## src/rtl/view_update_scheduler_pkg.sv

```systemverilog
// Shared types and constants for the per-frame view matrix scheduler.
package view_sched_pkg;

  localparam int COORD_W = 16;
  localparam logic [7:0] OVERRUN_MAX = 8'hFF;

  typedef enum logic [1:0] {
    ST_IDLE,
    ST_LAUNCH,
    ST_WAIT,
    ST_PENDING
  } sched_state_e;

  typedef logic [COORD_W-1:0]            coord_t;
  typedef logic [3:0][3:0][COORD_W-1:0]  mat4_t;
  typedef logic [2:0][COORD_W-1:0]       vec3_t;

endpackage

```

## src/rtl/view_update_scheduler_pose_change_detect.sv

```systemverilog
// Compares the live camera pose against the last launched snapshot.
// Positions are compared in full width. Angles are compared only on the MSBs
// that the calculator actually consumes, so sub-resolution jitter is ignored.
module pose_change_detect #(
  parameter int COORD_WIDTH = 16,
  parameter int ANGLE_BITS  = 8
) (
  input  logic [COORD_WIDTH-1:0] live_x,
  input  logic [COORD_WIDTH-1:0] live_y,
  input  logic [COORD_WIDTH-1:0] live_z,
  input  logic [COORD_WIDTH-1:0] live_rot,
  input  logic [COORD_WIDTH-1:0] live_side,
  input  logic [COORD_WIDTH-1:0] snap_x,
  input  logic [COORD_WIDTH-1:0] snap_y,
  input  logic [COORD_WIDTH-1:0] snap_z,
  input  logic [COORD_WIDTH-1:0] snap_rot,
  input  logic [COORD_WIDTH-1:0] snap_side,
  output logic                   pose_changed
);

  // Flag any positional difference or any difference in the angle MSBs.
  always_comb begin
    pose_changed = (live_x != snap_x) || (live_y != snap_y) || (live_z != snap_z) ||
                   (live_rot[COORD_WIDTH-1 -: ANGLE_BITS]  != snap_rot[COORD_WIDTH-1 -: ANGLE_BITS]) ||
                   (live_side[COORD_WIDTH-1 -: ANGLE_BITS] != snap_side[COORD_WIDTH-1 -: ANGLE_BITS]);
  end

endmodule

```

## src/rtl/view_update_scheduler.sv

```systemverilog
// Runs the view matrix calculator at most once per frame and double-buffers its
// result so the downstream pipeline sees one consistent matrix per frame.
module view_update_scheduler
  import view_sched_pkg::*;
#(
  parameter int COORD_WIDTH    = 16,
  parameter int ANGLE_BITS     = 8,
  parameter int TIMEOUT_CYCLES = 1024
) (
  input  logic                             clk_in,
  input  logic                             rst_n_in,
  input  logic                             frame_start,
  input  logic                             force_update,
  input  logic [COORD_WIDTH-1:0]           x_in,
  input  logic [COORD_WIDTH-1:0]           y_in,
  input  logic [COORD_WIDTH-1:0]           z_in,
  input  logic [COORD_WIDTH-1:0]           rot_angle,
  input  logic [COORD_WIDTH-1:0]           side_angle,
  output logic                             calc_start,
  output logic [COORD_WIDTH-1:0]           calc_x,
  output logic [COORD_WIDTH-1:0]           calc_y,
  output logic [COORD_WIDTH-1:0]           calc_z,
  output logic [COORD_WIDTH-1:0]           calc_rot,
  output logic [COORD_WIDTH-1:0]           calc_side,
  input  logic                             calc_done,
  input  logic [3:0][3:0][COORD_WIDTH-1:0] calc_view_matrix,
  input  logic [2:0][COORD_WIDTH-1:0]      calc_forward_vec,
  output logic [3:0][3:0][COORD_WIDTH-1:0] view_matrix,
  output logic [2:0][COORD_WIDTH-1:0]      forward_vec,
  output logic                             matrix_valid,
  output logic                             busy,
  output logic                             timeout_err,
  output logic [7:0]                       overrun_cnt
);

  localparam int TO_W = (TIMEOUT_CYCLES > 1) ? $clog2(TIMEOUT_CYCLES) : 1;
  localparam logic [TO_W-1:0] TO_LAST = TO_W'(TIMEOUT_CYCLES - 1);

  sched_state_e state_q, state_d;
  logic [COORD_WIDTH-1:0] snap_x_q, snap_y_q, snap_z_q, snap_rot_q, snap_side_q;
  logic [COORD_WIDTH-1:0] snap_x_d, snap_y_d, snap_z_d, snap_rot_d, snap_side_d;
  logic force_flag_q, force_flag_d;
  logic calc_start_q, calc_start_d;
  logic busy_q, busy_d;
  logic timeout_err_q, timeout_err_d;
  logic [TO_W-1:0] timeout_cnt_q, timeout_cnt_d;
  logic [7:0] overrun_cnt_q, overrun_cnt_d;
  logic [3:0][3:0][COORD_WIDTH-1:0] shadow_mat_q, shadow_mat_d, view_matrix_q, view_matrix_d;
  logic [2:0][COORD_WIDTH-1:0] shadow_fwd_q, shadow_fwd_d, forward_vec_q, forward_vec_d;
  logic matrix_valid_q, matrix_valid_d;
  logic pose_changed;
  logic launch;
  logic take_launch;
  logic set_force;

  pose_change_detect #(
    .COORD_WIDTH(COORD_WIDTH),
    .ANGLE_BITS (ANGLE_BITS)
  ) u_pose_change_detect (
    .live_x      (x_in),
    .live_y      (y_in),
    .live_z      (z_in),
    .live_rot    (rot_angle),
    .live_side   (side_angle),
    .snap_x      (snap_x_q),
    .snap_y      (snap_y_q),
    .snap_z      (snap_z_q),
    .snap_rot    (snap_rot_q),
    .snap_side   (snap_side_q),
    .pose_changed(pose_changed)
  );

  assign launch = force_flag_q | pose_changed;

  // Next-state, snapshot, timeout, overrun and buffer-commit logic.
  always_comb begin
    state_d        = state_q;
    snap_x_d       = snap_x_q;
    snap_y_d       = snap_y_q;
    snap_z_d       = snap_z_q;
    snap_rot_d     = snap_rot_q;
    snap_side_d    = snap_side_q;
    timeout_err_d  = timeout_err_q;
    timeout_cnt_d  = timeout_cnt_q;
    overrun_cnt_d  = overrun_cnt_q;
    shadow_mat_d   = shadow_mat_q;
    shadow_fwd_d   = shadow_fwd_q;
    view_matrix_d  = view_matrix_q;
    forward_vec_d  = forward_vec_q;
    matrix_valid_d = matrix_valid_q;
    take_launch    = 1'b0;
    set_force      = 1'b0;

    case (state_q)
      ST_IDLE: begin
        if (frame_start && launch) begin
          take_launch = 1'b1;
          state_d     = ST_LAUNCH;
        end
      end
      ST_LAUNCH: begin
        timeout_cnt_d = '0;
        state_d       = ST_WAIT;
      end
      ST_WAIT: begin
        timeout_cnt_d = timeout_cnt_q + TO_W'(1);
        if (calc_done) begin
          shadow_mat_d  = calc_view_matrix;
          shadow_fwd_d  = calc_forward_vec;
          timeout_err_d = 1'b0;
          if (frame_start) begin
            view_matrix_d  = calc_view_matrix;
            forward_vec_d  = calc_forward_vec;
            matrix_valid_d = 1'b1;
            state_d        = ST_IDLE;
          end else begin
            state_d = ST_PENDING;
          end
        end else begin
          if (frame_start && (overrun_cnt_q != OVERRUN_MAX)) begin
            overrun_cnt_d = overrun_cnt_q + 8'd1;
          end
          if (timeout_cnt_q == TO_LAST) begin
            timeout_err_d = 1'b1;
            set_force     = 1'b1;
            state_d       = ST_IDLE;
          end
        end
      end
      ST_PENDING: begin
        if (frame_start) begin
          view_matrix_d  = shadow_mat_q;
          forward_vec_d  = shadow_fwd_q;
          matrix_valid_d = 1'b1;
          if (launch) begin
            take_launch = 1'b1;
            state_d     = ST_LAUNCH;
          end else begin
            state_d = ST_IDLE;
          end
        end
      end
      default: state_d = ST_IDLE;
    endcase

    if (take_launch) begin
      snap_x_d    = x_in;
      snap_y_d    = y_in;
      snap_z_d    = z_in;
      snap_rot_d  = rot_angle;
      snap_side_d = side_angle;
    end

    force_flag_d = (take_launch ? 1'b0 : force_flag_q) | force_update | set_force;
    calc_start_d = (state_d == ST_LAUNCH);
    busy_d       = (state_d == ST_LAUNCH) || (state_d == ST_WAIT);
  end

  // All scheduler state; the force flag starts set so the first frame launches.
  always_ff @(posedge clk_in or negedge rst_n_in) begin
    if (!rst_n_in) begin
      state_q        <= ST_IDLE;
      snap_x_q       <= '0;
      snap_y_q       <= '0;
      snap_z_q       <= '0;
      snap_rot_q     <= '0;
      snap_side_q    <= '0;
      force_flag_q   <= 1'b1;
      calc_start_q   <= 1'b0;
      busy_q         <= 1'b0;
      timeout_err_q  <= 1'b0;
      timeout_cnt_q  <= '0;
      overrun_cnt_q  <= '0;
      shadow_mat_q   <= '0;
      shadow_fwd_q   <= '0;
      view_matrix_q  <= '0;
      forward_vec_q  <= '0;
      matrix_valid_q <= 1'b0;
    end else begin
      state_q        <= state_d;
      snap_x_q       <= snap_x_d;
      snap_y_q       <= snap_y_d;
      snap_z_q       <= snap_z_d;
      snap_rot_q     <= snap_rot_d;
      snap_side_q    <= snap_side_d;
      force_flag_q   <= force_flag_d;
      calc_start_q   <= calc_start_d;
      busy_q         <= busy_d;
      timeout_err_q  <= timeout_err_d;
      timeout_cnt_q  <= timeout_cnt_d;
      overrun_cnt_q  <= overrun_cnt_d;
      shadow_mat_q   <= shadow_mat_d;
      shadow_fwd_q   <= shadow_fwd_d;
      view_matrix_q  <= view_matrix_d;
      forward_vec_q  <= forward_vec_d;
      matrix_valid_q <= matrix_valid_d;
    end
  end

  assign calc_start   = calc_start_q;
  assign calc_x       = snap_x_q;
  assign calc_y       = snap_y_q;
  assign calc_z       = snap_z_q;
  assign calc_rot     = snap_rot_q;
  assign calc_side    = snap_side_q;
  assign view_matrix  = view_matrix_q;
  assign forward_vec  = forward_vec_q;
  assign matrix_valid = matrix_valid_q;
  assign busy         = busy_q;
  assign timeout_err  = timeout_err_q;
  assign overrun_cnt  = overrun_cnt_q;

endmodule

```

## config.mk

```make
export PLATFORM = sky130hd
export DESIGN_NAME = view_update_scheduler
export DESIGN_NICKNAME = d
export VERILOG_FILES = /design/src/rtl/view_update_scheduler_pkg.sv /design/src/rtl/view_update_scheduler_pose_change_detect.sv /design/src/rtl/view_update_scheduler.sv
export SDC_FILE = /design/constraint.sdc
export NUM_CORES = 1
export LEC_CHECK = 0
export ABC_AREA = 1
export BUFFER_PORTS_ARGS = -buffer_cell sky130_fd_sc_hd__buf_2
export CAP_MARGIN = 10
export CELL_PAD_IN_SITES_DETAIL_PLACEMENT = 1
export CELL_PAD_IN_SITES_GLOBAL_PLACEMENT = 2
export CORE_ASPECT_RATIO = 1.5
export CORE_MARGIN = 2
export CORE_UTILIZATION = 30
export DETAILED_ROUTE_END_ITERATION = 8
export PLACE_DENSITY = 0.79
export SYNTH_ARGS = -nofsm -noshare
export SYNTH_HDL_FRONTEND = slang
export SYNTH_HIERARCHICAL = 1
export SYNTH_SLANG_ARGS = --single-unit
```

## constraint.sdc

```tcl
create_clock -name clk_in -period 2.35 [get_ports clk_in]
set_input_delay 0.47 -clock clk_in [delete_from_list [all_inputs] [get_ports clk_in]]
set_output_delay 0.47 -clock clk_in [all_outputs]
set_load 0.05 [all_outputs]
```

* After elaboration in Yosys (flattened, before gate mapping)
Index checks and enable logic that the tools add are counted.
** Storage, ports and cells
- Bits of input ports :: 389
- Memories :: 0
- Bits in read-only memories :: 0
- Logic and storage cells :: 117
- Bits in writable memories :: 0
- Latch bits :: 0
- Register bits :: 713
** Cells by class
- Multipliers :: 0
- $add $sub $neg :: 2
- Order comparisons :: 0
- Shift operators :: 0
- Div/mod/pow operators :: 0
- Bitwise gates (word level) :: 4
- Reduce and logical (&&, ||, !) cells :: 16
- Mux-type cells :: 29
- Equality and inequality tests :: 15
** Operators by type and width (number)
- $mux 256 :: 3
- $pmux 256 s2 :: 1
- $mux 48 :: 3
- $pmux 48 s2 :: 1
- $ne 16x16->1 :: 3
- $pmux 10 s2 :: 1
- $ne 8x8->1 :: 2
- $mux 1 :: 12
- $add 10x1->10 const B :: 1
- $eq 10x10->1 const B :: 1
- $mux 2 :: 5
- $add 8x1->8 const B :: 1
- $ne 8x8->1 const B :: 1
- $pmux 2 s4 :: 1
- $eq 2x2->1 const B :: 3
- $ne 2x2->1 const B :: 3
- $reduce_and 2->1 :: 3
- $reduce_bool 2->1 :: 3
- $logic_or 1x1->1 :: 5
- $eq 2x1->1 const B :: 2
- $pmux 1 s2 :: 2
- $reduce_and 4->1 :: 1
- $or 1x1->1 :: 3
- $reduce_and 3->1 :: 1
- other kinds (3) :: 4

* Logic depth before layout (Yosys ltp)
- Word-level depth :: 12
- Depth in mapped cells :: 17
- Depth with buffers taken out :: 17

* Hierarchy
Netlist, hierarchy kept.
** Modules (own cells, without submodules)
- view_update_scheduler :: cells an instance 3759, instances 1, area each 30684.4 µm²
- pose_change_detect :: cells an instance 325, instances 1, area each 1270.0 µm²

* Worst setup path before layout
No wires, ideal clock.
- Path kind :: register to register
- Start :: register snap_y_q[7], in the netlist calc_y[7]
- End :: register busy_q, in the netlist busy
- Arrival :: 2031 ps
- Required time :: 2237 ps
- Cell stages (with the launch flop) :: 18
- Slack :: 206 ps
- Path buffers :: 0
- Clock period less this slack :: 2144 ps
- Path through :: dfrtp_1 inv_1 nand2_1 nand2_1 nor2_1 nand2_1 nor2_1 nand2_1 nor2_1 nand2_1 nor2_1 nor2_2 o21ai_0 nor2_1 nand2_1 o21ai_0 ha_1 inv_1
** Between the ends
- Cells in the longest elaborated chain, start to end :: 11
- Elaborated cells between the ends (all ways) :: 14
- Those cells by class :: 3 x eq/ne; 4 x mux; 1 x bitwise; 6 x reduce/logical
** Ends and longest elaborated chain
- start: declaration :: RTL line view_update_scheduler.sv:40 : logic [COORD_WIDTH-1:0] snap_x_q, snap_y_q, snap_z_q, snap_rot_q, snap_side_q;
- start signal: assignment :: RTL line view_update_scheduler.sv:182 : snap_y_q <= snap_y_d;
- $ne 16x16->1 * :: RTL line view_update_scheduler_pose_change_detect.sv:23 : pose_changed = (live_x != snap_x) || (live_y != snap_y) || (live_z != snap_z) ||
- $logic_or 1x1->1 * (3 in a row) :: RTL line view_update_scheduler_pose_change_detect.sv:23
- $logic_or 1x1->1 * :: RTL line view_update_scheduler_pose_change_detect.sv:24 : (live_rot[COORD_WIDTH-1 -: ANGLE_BITS] != snap_rot[COORD_WIDTH-1 -: ANGLE_BITS]) ||
- net pose_changed :: RTL line view_update_scheduler.sv:51 : logic pose_changed;
- $or 1x1->1 * :: RTL line view_update_scheduler.sv:73 : assign launch = force_flag_q | pose_changed;
- $mux 1 / $logic_and 1x1->1 (equally long branches) :: RTL line view_update_scheduler.sv:135, view_update_scheduler.sv:96
- $mux 2, on equally long branches :: RTL line view_update_scheduler.sv:131, view_update_scheduler.sv:96
- $pmux 2 s4 * :: RTL line view_update_scheduler.sv:94 : case (state_q)
- $eq 2x1->1 / $eq 2x2->1 (equally long branches) :: RTL line view_update_scheduler.sv:156 : busy_d = (state_d == ST_LAUNCH) || (state_d == ST_WAIT);
- $logic_or 1x1->1 * :: RTL line view_update_scheduler.sv:156
- net busy_d :: RTL line view_update_scheduler.sv:44 : logic busy_q, busy_d;
- end signal: assignment :: RTL line view_update_scheduler.sv:188 : busy_q <= busy_d;
- end: declaration :: RTL line view_update_scheduler.sv:44
The timed path passes the listed nets; every way through them passes the cells marked *.
A chain may end at the register's enable or synchronous reset.

* Final worst setup path
- Start :: register snap_y_q[3], in the netlist calc_y[3]
- End :: register busy_q, in the netlist busy
Same word-level chain as after synthesis.

==> reports/metrics.yaml <==
route:
  wirelength_um: 113000
  post-route-drc-count: 0
  drt_pre_antenna_iters: 5
  drtIter0Drc: 1343
  num_vias: 28500
  via_per_inst: 4.50
  wl_per_cell_um: 18.0
  ant_nets: 0
sta:
  rsz0062_at_grt: "yes"
  setup_slack_ns: 0.188
  max_freq_mhz: 462
  layout_min_cycle_time_ns: 2.16
  skew_ns: 0.0232
  layout_worst_path_cycle_share: 0.920
  hold_viol_final: 0
  tightestPinTransition_ns: 0.732
  setup_viol: 0
  drv_slew: 0
  maxSlewHeadroom: 0.512
  whs_ns: 0.0640
placed_design:
  post-place-ws_ns: -0.0786
  port_buffers: 784
  dpl_cell_area_mm2: 0.0376
  place_congestion: 0.853
  hpwl_um: 81900
critical_path:
  startpoint_type: "flop"
  cp.required_ns: 2.90
  max_stage_delay_ns: 0.44
  crit_arrival_ns: 2.71
  slowest_stage: "dfrtp_1"
  startpoint: "calc_y[3]"
  crit_chain: "inv_1, nand2_1, nand2_1, nor2_1, nand2_1, nor2_1, nand2_1, nor2_1, nand2_1, nor2_2, nor2_2, o21ai_1, nor2_1, nand2_1, o21ai_0, ha_1, inv_1"
  cpMostUsedCell: "nand2_1"
  worst-setup-path-type: "flop to flop"
  endpoint_kind: "flop"
  path_max_fanout: 4
  r2r_start: "calc_y[3]"
logic_synthesis:
  syn_inst: 4084
  synth_top_family_by_area: "simple AND/OR/NAND/NOR gates"
  synth_seq_cells: 713
  yosysWarningCount: 6
  synth_simple_gate_area_frac: 0.228
  synth_area_leaders: "dfrtp_1, nand2_1, o21ai_0"
  synthAdderAreaFrac: 0.00274
  synth_mux_area_frac: 0
  synthDistinctLibCells: 31
  seq_area_frac_synth: 0.558
  syn_area_per_cell_um2: 7.82
  synth_top_area_frac: 0.558
  synth_ff_type: "dfrtp_1"
  synth-xor-area-share: 0.00384
  synth-compound-area-share: 0.112
  synth_top_cell_by_area: "dfrtp_1"
  synth_edf_count: 0
  synth_fp_nets: 4480
  syn_area_mm2: 0.0320
  synth-async-reset-ratio: 1.00
run:
  maxCapViolCount: 0
global_routing:
  antenna_found_initial: 54
  globalRouteOverflowTotal: 0
  gr-usage-all-layers: 0.203
  grt_first_pass_wirelength_um: 173000
  grt_pass1_vias: 29100
  grt_max_degree: 183
clocking:
  cts_buffer_depth: 3
  clock_sinks: 713
  numCtsBuffers: 78
  htreeDepth: 3
  clock-root-buffer: "clkbuf_16"
  path_clk_slew_ns: 0.06
  clk-insertion-delay-late_ns: 0.66
  tritoncts: "built"
finish:
  multi_input_area_mm2: 0.0111
  drive_above_1_share: 0.209
  regArea_mm2: 0.0178
  final_area_mm2: 0.0405
  layout.nets: 5225
  syn_to_final_growth_pct: 26.8
  fillers: 13100
die:
  start_util: 0.303
  rows: 146
  die_w_um: 270
  dieArea_mm2: 0.109
  die_h_um: 404
  ios: 785
  core-area_mm2: 0.106
run_status:
  status: "finished clean"
min_path:
  hp-class: "input port to flop"
  worst_hold_startpoint: "side_angle[2]"
power:
  p_leak_nw: 22.5
  p_per_area_mw_per_mm2: 1560
  max-vdd-ir-drop_uv: 700
[logic make-up (layout without fill, tap and decap cells)]
group / after synthesis / after routing
AOI/OAI and AO/OA: 707 / 707
DFF: 713 / 713
buffers and inverters: 714 / 1521
xor gates and xnor gates: 14 / 14
and+or+nand+nor: 1929 / 1929
adders and majority gates: 7 / 7
other: 0 / 19
[path summary, 6_finish.rpt]
check	to	slack [ns]	cells past startpoint
worst max register to register	busy	0.19	17
worst min register to register	forward_vec[24]	0.46	2
min in group asynchronous	forward_vec[27]	0.32	2
worst min-delay path	calc_side[2]	0.06	3
max in group asynchronous	shadow_mat_q[170]	1.04	3
worst max-delay path	busy	0.19	17
[synthesized netlist by cell type, types with 3 or more instances]
cell and n:
xor2_1 12, buf_4 27, buf_6 20, ha_1 7, inv_1 494, nor2_1 99, nand2_1 1806, buf_1 3
o21ai_0 694, a21oi_1 8, buf_2 79, nand3_1 7, nand4_1 5, dfrtp_1 712, clkbuf_1 89, nor3_1 5
[layout make-up]
| cell class | count | area share |
|---|---|---|
| Antenna cell | 19 | 0.00117 |
| Clock buffer | 118 | 0.0573 |
| Clock inverter | 24 | 0.00661 |
| Inverter | 495 | 0.0460 |
| Multi-Input combinational cell | 2657 | 0.274 |
| Sequential cell | 713 | 0.440 |
| Tap cell | 1406 | 0.0434 |
| Timing Repair Buffer | 884 | 0.131 |
[cells in the final DEF (no fill, tap or decap), drive strengths merged]
cell / synthesis / final
dlygate4sd3: 0 / 2
xor2: 12 / 12
o211ai: 2 / 2
clkinv: 0 / 16
nand3b: 1 / 1
nor3: 5 / 5
nor2: 101 / 101
a21oi: 8 / 8
clkbuf: 90 / 123
dfrtp: 712 / 712
a21boi: 1 / 1
or2: 2 / 2
dfstp: 1 / 1
nand3: 7 / 7
ha: 7 / 7
xnor2: 2 / 2
inv: 495 / 498
o21ai: 695 / 695
diode: 0 / 19
buf: 129 / 877
a31oi: 1 / 1
bufinv: 0 / 3
nor3b: 1 / 1
nand2: 1807 / 1807
clkinvlp: 0 / 2
nand4: 5 / 5
[per-stage QoR]
stage	total power (W)	setup TNS, ns	util	cells
finish	0.0632	0	0.384	6316
global route	0.0677	-0.0627	0.384	6312
CTS	0.0637	0	0.381	6287
detailed placement	0.0507	-0.509	0.356	6143
global placement	0.0500	-0.591	0.356	6143
floorplan	0.0415	0	-	4084
[critical path: cells and delay by family, from the launching register on]
family	cells	cell delay, ns
AND/OR/NAND/NOR	12	1.02
adder cells (fa/ha/maj)	1	0.28
flip-flops	1	0.44
AO/OA/AOI/OAI	2	0.22
buffers and inverters	2	0.10
[metal layers]
layer / vias to the layer above / part of all wire / GRT usage
li1: 13900 / - / -
met4: 56 / 0.032 / 0.0830
met5: - / 0.0032 / 0
met3: 201 / 0.073 / 0.0650
met1: 13600 / 0.41 / 0.240
met2: 651 / 0.48 / 0.340
[registers in the layout, summed over array words and instances (netlist names), 2 cells and up]
name and flops:
calc_y 16, calc_x 16, timeout_cnt_q 10, shadow_mat_q 256, forward_vec 48, calc_side 16, calc_rot 16, calc_z 16
overrun_cnt 8, view_matrix 256, shadow_fwd_q 48, state_q 2
[where the power goes]
group          leakage [nW]  switching [W]  internal [W]  total, W
clock                  1.28        0.00539       0.00720    0.0126
sequential             8.99        0.00337        0.0178    0.0212
combinational          12.3         0.0220       0.00741    0.0294
[what timing repair did]
item,4_1_cts,5_1_grt
endpoints found under the hold margin,7,0
setup endpoints to repair,0,113
hold buffers,2,0
setup buffers,0,4
gates resized for setup,0,15
Note: power is estimated with default switching activity, not from simulation.
